### src/rtl/mdu_div_pkg.sv
// Shared constants for the iterative divider: state encoding, step count and
// the {remainder, quotient} result packing used by mdu_s2.
package mdu_div_pkg;

  localparam int DIV_W     = 32;
  localparam int DIV_STEPS = 32;
  localparam int DIV_CNT_W = $clog2(DIV_STEPS);

  localparam logic [1:0] DIV_IDLE = 2'd0;
  localparam logic [1:0] DIV_CALC = 2'd1;
  localparam logic [1:0] DIV_DONE = 2'd2;

  function automatic logic [2*DIV_W-1:0] div_pack(input logic [DIV_W-1:0] rem,
                                                  input logic [DIV_W-1:0] quot);
    return {rem, quot};
  endfunction

endpackage

### src/rtl/mdu_div_step.sv
// One combinational restoring-division step: shift in the next dividend bit,
// subtract the divisor, keep the difference only if it did not borrow.
module mdu_div_step
  import mdu_div_pkg::*;
(
  input  logic [DIV_W-1:0] rem,
  input  logic [DIV_W-1:0] quo,
  input  logic [DIV_W-1:0] divisor,
  output logic [DIV_W-1:0] rem_nxt,
  output logic [DIV_W-1:0] quo_nxt
);

  logic [DIV_W+1:0] trial;

  // One extra top bit keeps a zero divisor from looking like a borrow when rem[31] is set.
  assign trial = {1'b0, rem, quo[DIV_W-1]} - {2'b00, divisor};

  always_comb begin
    rem_nxt = {rem[DIV_W-2:0], quo[DIV_W-1]};
    quo_nxt = {quo[DIV_W-2:0], 1'b0};
    if (!trial[DIV_W+1]) begin
      rem_nxt = trial[DIV_W-1:0];
      quo_nxt = {quo[DIV_W-2:0], 1'b1};
    end
  end

endmodule

### src/rtl/mdu_div.sv
// Iterative radix-2 restoring divider (32 steps), signed or unsigned via SIGNED.
// Optional DIV_ZERO_FAST_EN: a zero divisor skips CALC and answers one cycle after accept.
module mdu_div
  import mdu_div_pkg::*;
#(
  parameter bit SIGNED = 1'b1
) (
  input  logic                 clk,
  input  logic                 rst_n,
  input  logic [DIV_W-1:0]     div_opr1_i,
  input  logic [DIV_W-1:0]     div_opr2_i,
  input  logic                 div_valid_i,
  input  logic                 div_cancel_i,
  output logic                 div_rdy_o,
  output logic [2*DIV_W-1:0]   div_data_o,
  output logic                 div_ansok_o
);

  logic [1:0]           state;
  logic [DIV_CNT_W-1:0] cnt;
  logic [DIV_W-1:0]     rem;
  logic [DIV_W-1:0]     quo;
  logic [DIV_W-1:0]     dvs;
  logic                 q_neg;
  logic                 r_neg;
  logic [DIV_W-1:0]     rem_nxt;
  logic [DIV_W-1:0]     quo_nxt;
  logic [DIV_W-1:0]     rem_fix;
  logic [DIV_W-1:0]     quo_fix;
  logic                 s1;
  logic                 s2;
  logic                 last_step;

  function automatic logic [DIV_W-1:0] cond_neg(input logic signed [DIV_W-1:0] v,
                                                input logic neg);
    logic signed [DIV_W-1:0] n;
    n = -v;
    return neg ? n : v;
  endfunction

  assign s1        = SIGNED && div_opr1_i[DIV_W-1];
  assign s2        = SIGNED && div_opr2_i[DIV_W-1];
  assign last_step = (cnt == DIV_CNT_W'(DIV_STEPS - 1));

  mdu_div_step u_step (
    .rem     (rem),
    .quo     (quo),
    .divisor (dvs),
    .rem_nxt (rem_nxt),
    .quo_nxt (quo_nxt)
  );

  // Sign correction of the final step, ahead of the result register
  always_comb begin
    quo_fix = cond_neg(quo_nxt, q_neg);
    rem_fix = cond_neg(rem_nxt, r_neg);
  end

  always_ff @(posedge clk) begin
    if (!rst_n) begin
      state      <= DIV_IDLE;
      cnt        <= '0;
      rem        <= '0;
      quo        <= '0;
      dvs        <= '0;
      q_neg      <= 1'b0;
      r_neg      <= 1'b0;
      div_data_o <= '0;
    end else if (div_cancel_i) begin
      state <= DIV_IDLE;
    end else begin
      case (state)
        DIV_IDLE: begin
          if (div_valid_i) begin
            quo   <= cond_neg(div_opr1_i, s1);
            dvs   <= cond_neg(div_opr2_i, s2);
            rem   <= '0;
            cnt   <= '0;
            q_neg <= s1 ^ s2;
            r_neg <= s1;
            state <= DIV_CALC;
`ifdef DIV_ZERO_FAST_EN
            if (div_opr2_i == '0) begin
              div_data_o <= div_pack(div_opr1_i, s1 ? DIV_W'(1) : '1);
              state      <= DIV_DONE;
            end
`endif
          end
        end
        DIV_CALC: begin
          rem <= rem_nxt;
          quo <= quo_nxt;
          cnt <= cnt + 1'b1;
          if (last_step) begin
            div_data_o <= div_pack(rem_fix, quo_fix);
            state      <= DIV_DONE;
          end
        end
        DIV_DONE: state <= DIV_IDLE;
        default:  state <= DIV_IDLE;
      endcase
    end
  end

  assign div_rdy_o   = (state == DIV_IDLE);
  assign div_ansok_o = (state == DIV_DONE);

endmodule

### config.mk
export PLATFORM = sky130hd
export DESIGN_NAME = mdu_div
export DESIGN_NICKNAME = d
export VERILOG_FILES = /design/src/rtl/mdu_div_pkg.sv /design/src/rtl/mdu_div_step.sv /design/src/rtl/mdu_div.sv
export SDC_FILE = /design/constraint.sdc
export NUM_CORES = 1
export LEC_CHECK = 0
export CORE_ASPECT_RATIO = 1.25
export CORE_MARGIN = 2
export CORE_UTILIZATION = 42
export DETAILED_ROUTE_END_ITERATION = 12
export DONT_BUFFER_PORTS = 1
export GPL_TIMING_DRIVEN = 0
export PLACE_DENSITY = 0.56
export SYNTH_ARGS = -nofsm -noshare
export SYNTH_HDL_FRONTEND = slang
export SYNTH_SLANG_ARGS = --single-unit
### constraint.sdc
create_clock -name clk -period 5.8 [get_ports clk]
set_input_delay 1.16 -clock clk [delete_from_list [all_inputs] [get_ports clk]]
set_output_delay 1.16 -clock clk [all_outputs]
set_load 0.01 [all_outputs]
==> flow_summary_export.csv, run 1 <==
group,metric,value,unit
run_status,status,"complete, no violations",
synthesis,synth_fp_nets,1588,
clock_tree,hold_buffers,0,
worst_setup_path,critPathCaptureType,"flop",
clock_tree,cts_num_sinks,169,
route,drtIter0Drc,569,
die,die_height,187,um
synthesis,synth.avg_cell_area,7.59,um2
clock_tree,cts-htree-levels,4,
placement,gp_congestion,0.932,
worst_setup_path,worstPathRequired,6.18,ns
clock_tree,cts_tree,"done",
synthesis,synth_area,11200,um2
finish,syn2layout_area_growth,10.7,%
synthesis,synth_compound_area_share,26.5,%
grt,first_global_vias,10700,
clock_tree,clock_path_buffers,2,
synthesis,synthTopCellsByCount,"nor2_1 (236), dfxtp_1 (169), a21oi_1 (128), nand2_1 (108), xor2_1 (99)",
sta,maxSlewHeadroom,38.6,%
worst_setup_path,path_class,"flop to flop",
placement,port_buffers,0,
synthesis,synth_top_area_cell,"dfxtp_1",
synthesis,syn_inst,1481,
route,first_pass_iters,5,
synthesis,yosysSeqAreaShare,30.1,%
sta,hold_viol,0,
worst_setup_path,cp-start-kind,"flop",
sta,setup_ws,0.261,ns
run,drv_cap,0,
sta,finalWorstPathRequiredPeriod,5.54,ns
synthesis,yosys.area_share.simple,21.5,%
die,io_pins,134,
power,ir_drop,0.151,mV
route,route.detailed.drc,0,
power,p_int,2.04,mW
synthesis,synthArstFlopShare,0,%
worst_setup_path,arrival,5.91,ns
clock_tree,clockRootBuffer,"clkbuf_16",
placement,preCtsSetupSlack,-1.05,ns
synthesis,synthXorXnorAreaFrac,9.97,%
sta,fmax,181,MHz
synthesis,synth_top_family_by_area,"compound AO/OA/AOI/OAI gates",
route,finalWirelength,39300,um
power,power,3.04,mW
finish,antennaDiodeCount,0,
synthesis,synth_area_leaders,"dfxtp_1 (30%), nor2_1 (7.9%), xor2_1 (7.7%)",
sta,finalCritPeriodShare,95.5,%
finish,multiInputGateArea,7440,um2
die,fp-row-count,66,
route,wl_per_cell,21.2,um
die,initial_utilization,42.9,%
die,die_w,150,um
power,comb_power_share,22.0,%
route,vias_per_cell,5.94,
worst_setup_path,crit_fanout,10,
synthesis,ys.warnings.count,0,
route,ant_nets,0,
finish,layout-drive-gt1-share,6.79,%
clock_tree,clock_latency,0.44,ns
synthesis,synth_seq_cells,169,
power,power_density,244,nW/um2
power,p_seq_share,40.4,%
route,dr_total_vias,11000,
die,fp.coreArea,26200,um2
grt,grt_max_degree,17,
power,swShare,32.8,%
die,dieArea,28100,um2
synthesis,yosysMostFrequentCell,"nor2_1",
synthesis,synthAdderAreaFrac,4.41,%
sta,max_slew.worst_pin.slew,0.921,ns
clock_tree,cts.clk_slew.worst_paths,0.07,ns
finish,final.fill_count,2701,
synthesis,synth_mux_area_share,2.49,%
hold_path,hold_path.class,"flop to flop",
power,p_leak,4.61,nW
power,p_switching,0.997,mW
sta,slew_viol_final,0,
grt,grt_use_total,28.1,%
grt,grt_pass1_wl,60300,um
synthesis,yosysUniqueCellTypes,77,
grt,antenna_found_initial,0,
sta,setup_violations,0,
finish,final_nets,1610,
finish,regArea,3390,um2
power,pwr-share-clk,37.6,%
synthesis,yosysTopAreaCellShare,30.1,%
synthesis,synth_edf_count,0,
grt,grt.overflow.total,0,
clock_tree,numCtsBuffers,17,
sta,timing.hold.ws,0.500,ns
sta,fin_skew,0.0125,ns
placement,detailed_place_hpwl,31100,um
synthesis,synth_ff_type,"dfxtp_1",
## power by group through the flow
stage	Clock, mW	Combinational, mW	Sequential, mW
after detailed placement	0	0.635	1.25
after floorplan	0	0.464	1.24
final	1.14	0.668	1.23
after global routing	1.20	0.729	1.23
after CTS	1.16	0.647	1.23
after global placement	0	0.632	1.25
## path summary, 6_finish.rpt
kind	cells after the start	slack [ns]	from	end
worst min register to register	2	0.50	dvs[13]	dvs[13]
worst max register to register	25	0.26	rem[7]	div_data_o[60]
worst max-delay path	25	0.26	rem[7]	div_data_o[60]
worst min-delay path	2	0.50	dvs[13]	dvs[13]
## per-stage QoR
stage	util [%]	std cells	setup TNS (ns)	area, um2
2_1_floorplan	-	1481	0	11200
5_1_grt	47.5	1856	-0.149	12400
4_1_cts	47.1	1855	0	12300
6_report	47.5	1856	0	12400
3_3_place_gp	44.6	1821	-8.57	11700
3_5_place_dp	44.6	1822	-8.33	11700
## cell type report
class	count	share of cell area (%)
tap	340	3.42
buffer	87	2.92
clock buffer	19	3.56
inverter	53	1.60
sequential	169	27.2
multi-input combinational	1168	59.8
clock inverter	13	1.08
timing repair buffer	7	0.422
## sequential cells by signal, indices dropped and copies added (netlist names)
signal,flops
cnt,5
div_data_o,64
dvs,32
q_neg,1
quo,32
r_neg,1
rem,32
state,2
## cells in the final DEF (no fill, tap or decap), types with 33 or more instances in the layout
cell,netlist,routed
o21ai_0,75,71
xor2_1,99,99
inv_1,51,51
nor2_1,236,235
dfxtp_1,169,165
nand2_1,108,107
a211oi_1,96,96
a21oi_1,128,122
o31ai_1,33,33
clkbuf_1,73,71
ha_1,38,35
## logic make-up after synthesis
family,count (synthesis)
AO/OA/AOI/OAI,453
XOR/XNOR,128
flip-flops,169
buffers and inverters,144
AND/OR/NAND/NOR,522
adder cells (fa/ha/maj),39
multiplexers,26
## worst max-delay path, cell delays in order, from the launching register on
cell      delay, ns
dfxtp_2        0.35
ha_1           0.37
a21oi_1        0.24
o21ai_2        0.13
a21o_2         0.29
o311a_1        0.36
or2_1          0.22
buf_6          0.16
buf_4          0.20
buf_4          0.21
buf_4          0.21
nor2_1         0.13
a21oi_2        0.09
inv_1          0.08
ha_2           0.20
or3b_2         0.48
nor2_2         0.15
nand2_2        0.10
nor4_4         0.16
a41o_1         0.22
nand3_1        0.14
nor2_1         0.13
nand4b_1       0.19
buf_4          0.19
or4_1          0.39
nand3_1        0.09
## metal layers
layer	track usage (%)	share of wire, %	wire length, um
met5	0	0	0
met4	13.0	4.4	1710
met3	7.12	6.5	2540
met2	49.6	51	19900
met1	31.1	39	15200
## repair_timing
item / in CTS / in global routing
buffers inserted: 3 / 3
pin swaps: 2 / 2
setup endpoints to repair: 13 / 9
resized for setup: 18 / 26
Power figures use the tool's default switching activity.
==> run 2: changes to the inputs <==
--- a/config.mk
+++ b/config.mk
@@ -5,13 +5,15 @@
 export SDC_FILE = /design/constraint.sdc
 export NUM_CORES = 1
 export LEC_CHECK = 0
+export BUFFER_PORTS_ARGS = -buffer_cell sky130_fd_sc_hd__buf_2
 export CORE_ASPECT_RATIO = 1.25
 export CORE_MARGIN = 2
 export CORE_UTILIZATION = 42
+export CTS_CLUSTER_SIZE = 12
 export DETAILED_ROUTE_END_ITERATION = 12
-export DONT_BUFFER_PORTS = 1
 export GPL_TIMING_DRIVEN = 0
-export PLACE_DENSITY = 0.56
+export PLACE_DENSITY = 0.61
+export RECOVER_POWER = 50
 export SYNTH_ARGS = -nofsm -noshare
 export SYNTH_HDL_FRONTEND = slang
 export SYNTH_SLANG_ARGS = --single-unit
==> flow_summary_export.csv, run 2 (synthesized netlist as in run 1, its figures left out) <==
group,metric,value,unit
route,route.detailed.drc,0,
hold_path,min_delay_path_depth,2,
worst_setup_path,reg2reg_from,"rem[3]",
sta,finalWorstPathRequiredPeriod,5.59,ns
worst_setup_path,crit_fanout,10,
run_status,status,"complete, no violations",
grt,grt.overflow.total,0,
clock_tree,clockRootBuffer,"clkbuf_16",
clock_tree,clock_path_buffers,2,
worst_setup_path,cp.buffers_inverters,6,
worst_setup_path,cp-start-kind,"flop",
finish,layout_common_cells,"nor2_1 (235), dfxtp_1 (165), clkbuf_1 (140)",
placement,gp_congestion,0.936,
route,finalWirelength,38700,um
die,initial_utilization,42.9,%
finish,final_nets,1745,
worst_setup_path,critPathCaptureType,"flop",
power,power_density,242,nW/um2
placement,place_inst,1955,
route,dr_total_vias,11600,
finish,mostFrequentLayoutCell,"nor2_1",
grt,first_global_vias,11400,
die,fp.coreArea,26200,um2
die,io_pins,134,
worst_setup_path,path_class,"flop to flop",
clock_tree,clock_latency,0.45,ns
grt,grt_use_total,27.6,%
finish,syn2layout_area_growth,16.4,%
clock_tree,cts_num_sinks,169,
route,wl_per_cell,19.4,um
hold_path,hold_end,"div_data_o[47]",
worst_setup_path,arrival,5.95,ns
worst_setup_path,critPathTopFamily,"simple AND/OR/NAND/NOR gates",
grt,grt_max_degree,19,
sta,fin_skew,0.0177,ns
sta,slew_viol_final,0,
sta,setup_ws,0.212,ns
clock_tree,cts_tree,"done",
sta,hold_viol,0,
clock_tree,cts-htree-levels,4,
placement,detailed_place_hpwl,30600,um
power,ir_drop,0.200,mV
placement,preCtsSetupSlack,-0.648,ns
worst_setup_path,worstPathRequired,6.16,ns
sta,max_slew.worst_pin.slew,0.940,ns
worst_setup_path,reg2reg_depth,25,
clock_tree,hold_buffers,0,
hold_path,hold_start,"div_data_o[47]",
route,drtIter0Drc,763,
placement,port_buffers,133,
grt,grtUsageMet3,3.61,%
worst_setup_path,slowest_stage,"or4_1",
grt,grt_pass1_wl,60800,um
sta,setup_violations,0,
sta,maxSlewHeadroom,37.4,%
die,dieArea,28100,um2
grt,use_met1,31.6,%
worst_setup_path,worstReg2RegEnd,"div_data_o[58]",
die,fp-row-count,66,
finish,antennaDiodeCount,0,
power,power,3.16,mW
clock_tree,numCtsBuffers,17,
worst_setup_path,r2r_slack,0.21,ns
sta,finalCritPeriodShare,96.3,%
route,vias_per_cell,5.81,
finish,layout-drive-gt1-share,9.81,%
grt,met2_usage,50.1,%
finish,final_util,50.0,%
finish,layoutNonFillerInstCount,1991,
finish,regMostFlops,"div_data_o",
worst_setup_path,max_stage_delay,0.50,ns
grt,top_usage_layer,"met2",
grt,antenna_found_initial,0,
sta,fmax,179,MHz
run,drv_cap,0,
route,ant_nets,0,
route,first_pass_iters,5,
die,die_height,187,um
power,p_leak,4.99,nW
hold_path,hold_path.class,"flop to flop",
finish,largest_reg_flops,64,
die,die_w,150,um
clock_tree,cts.clk_slew.worst_paths,0.07,ns
==> run 2: how the worst max path moves through the flow <==
stage          startpoint              to  slack [ns]  depth (start not counted)
2_1_floorplan      rem[3]  div_data_o[58]        0.63                         23
3_3_place_gp      rem[17]  div_data_o[58]       -0.63                         23
3_5_place_dp      rem[17]  div_data_o[58]       -0.65                         23
4_1_cts           dvs[25]  div_data_o[58]       0.007                         23
5_1_grt            rem[3]  div_data_o[58]       -0.06                         25
6_report           rem[3]  div_data_o[58]        0.21                         25
==> run 2: worst register-to-register path, stage by stage, from the launching register on <==
cell	delay, ns
dfxtp_4	0.39
ha_1	0.29
clkbuf_4	0.18
a21o_4	0.25
a31oi_4	0.22
a21oi_4	0.11
o311a_1	0.40
or2_1	0.24
buf_6	0.15
buf_4	0.19
buf_6	0.16
buf_4	0.20
nor2_1	0.13
a21oi_2	0.08
inv_1	0.08
ha_2	0.19
or3b_4	0.40
nor2_4	0.11
nand2_2	0.08
nor4_4	0.30
a41o_1	0.22
nand3_1	0.13
nor2_1	0.15
nand4b_1	0.19
or4_1	0.50
a31oi_1	0.16
==> run 2: layout make-up <==
cell class	count	area, um2
plain buffers	86	365
clock buffers	18	439
clock inverters	14	195
fillers	2666	13100
inverters	53	199
multi-input cells	1168	7410
flip-flops and latches	169	3390
well taps	340	425
repair buffers	143	651
==> run 2: where the power goes <==
part	switching, mW	internal (mW)
Combinational	0.455	0.252
Sequential	0.0329	1.19
Clock	0.558	0.675
Total	1.05	2.12
==> run 2: per-stage QoR <==
step	setup TNS, ns	instance area, um2	hold WS [ns]
after floorplan	0	11200	0.465
after global placement	-3.82	12300	0.436
after detailed placement	-3.95	12300	0.445
after CTS	0	13000	0.454
after global routing	-0.0625	13100	0.488
final	0	13100	0.456
==> run 2: routing by layer <==
metal  routed length, um  vias up
met3                1820       92
met1               15200     5427
li1                    -     5675
met2               19800      368
met4                1750        0
met5                   0        -
==> run 2: what timing repair did <==
item | 4_1_cts | 5_1_grt
gates resized for setup | 15 | 31
setup endpoints to repair | 11 | 9
setup buffers | 1 | 8
pin swaps | 0 | 7
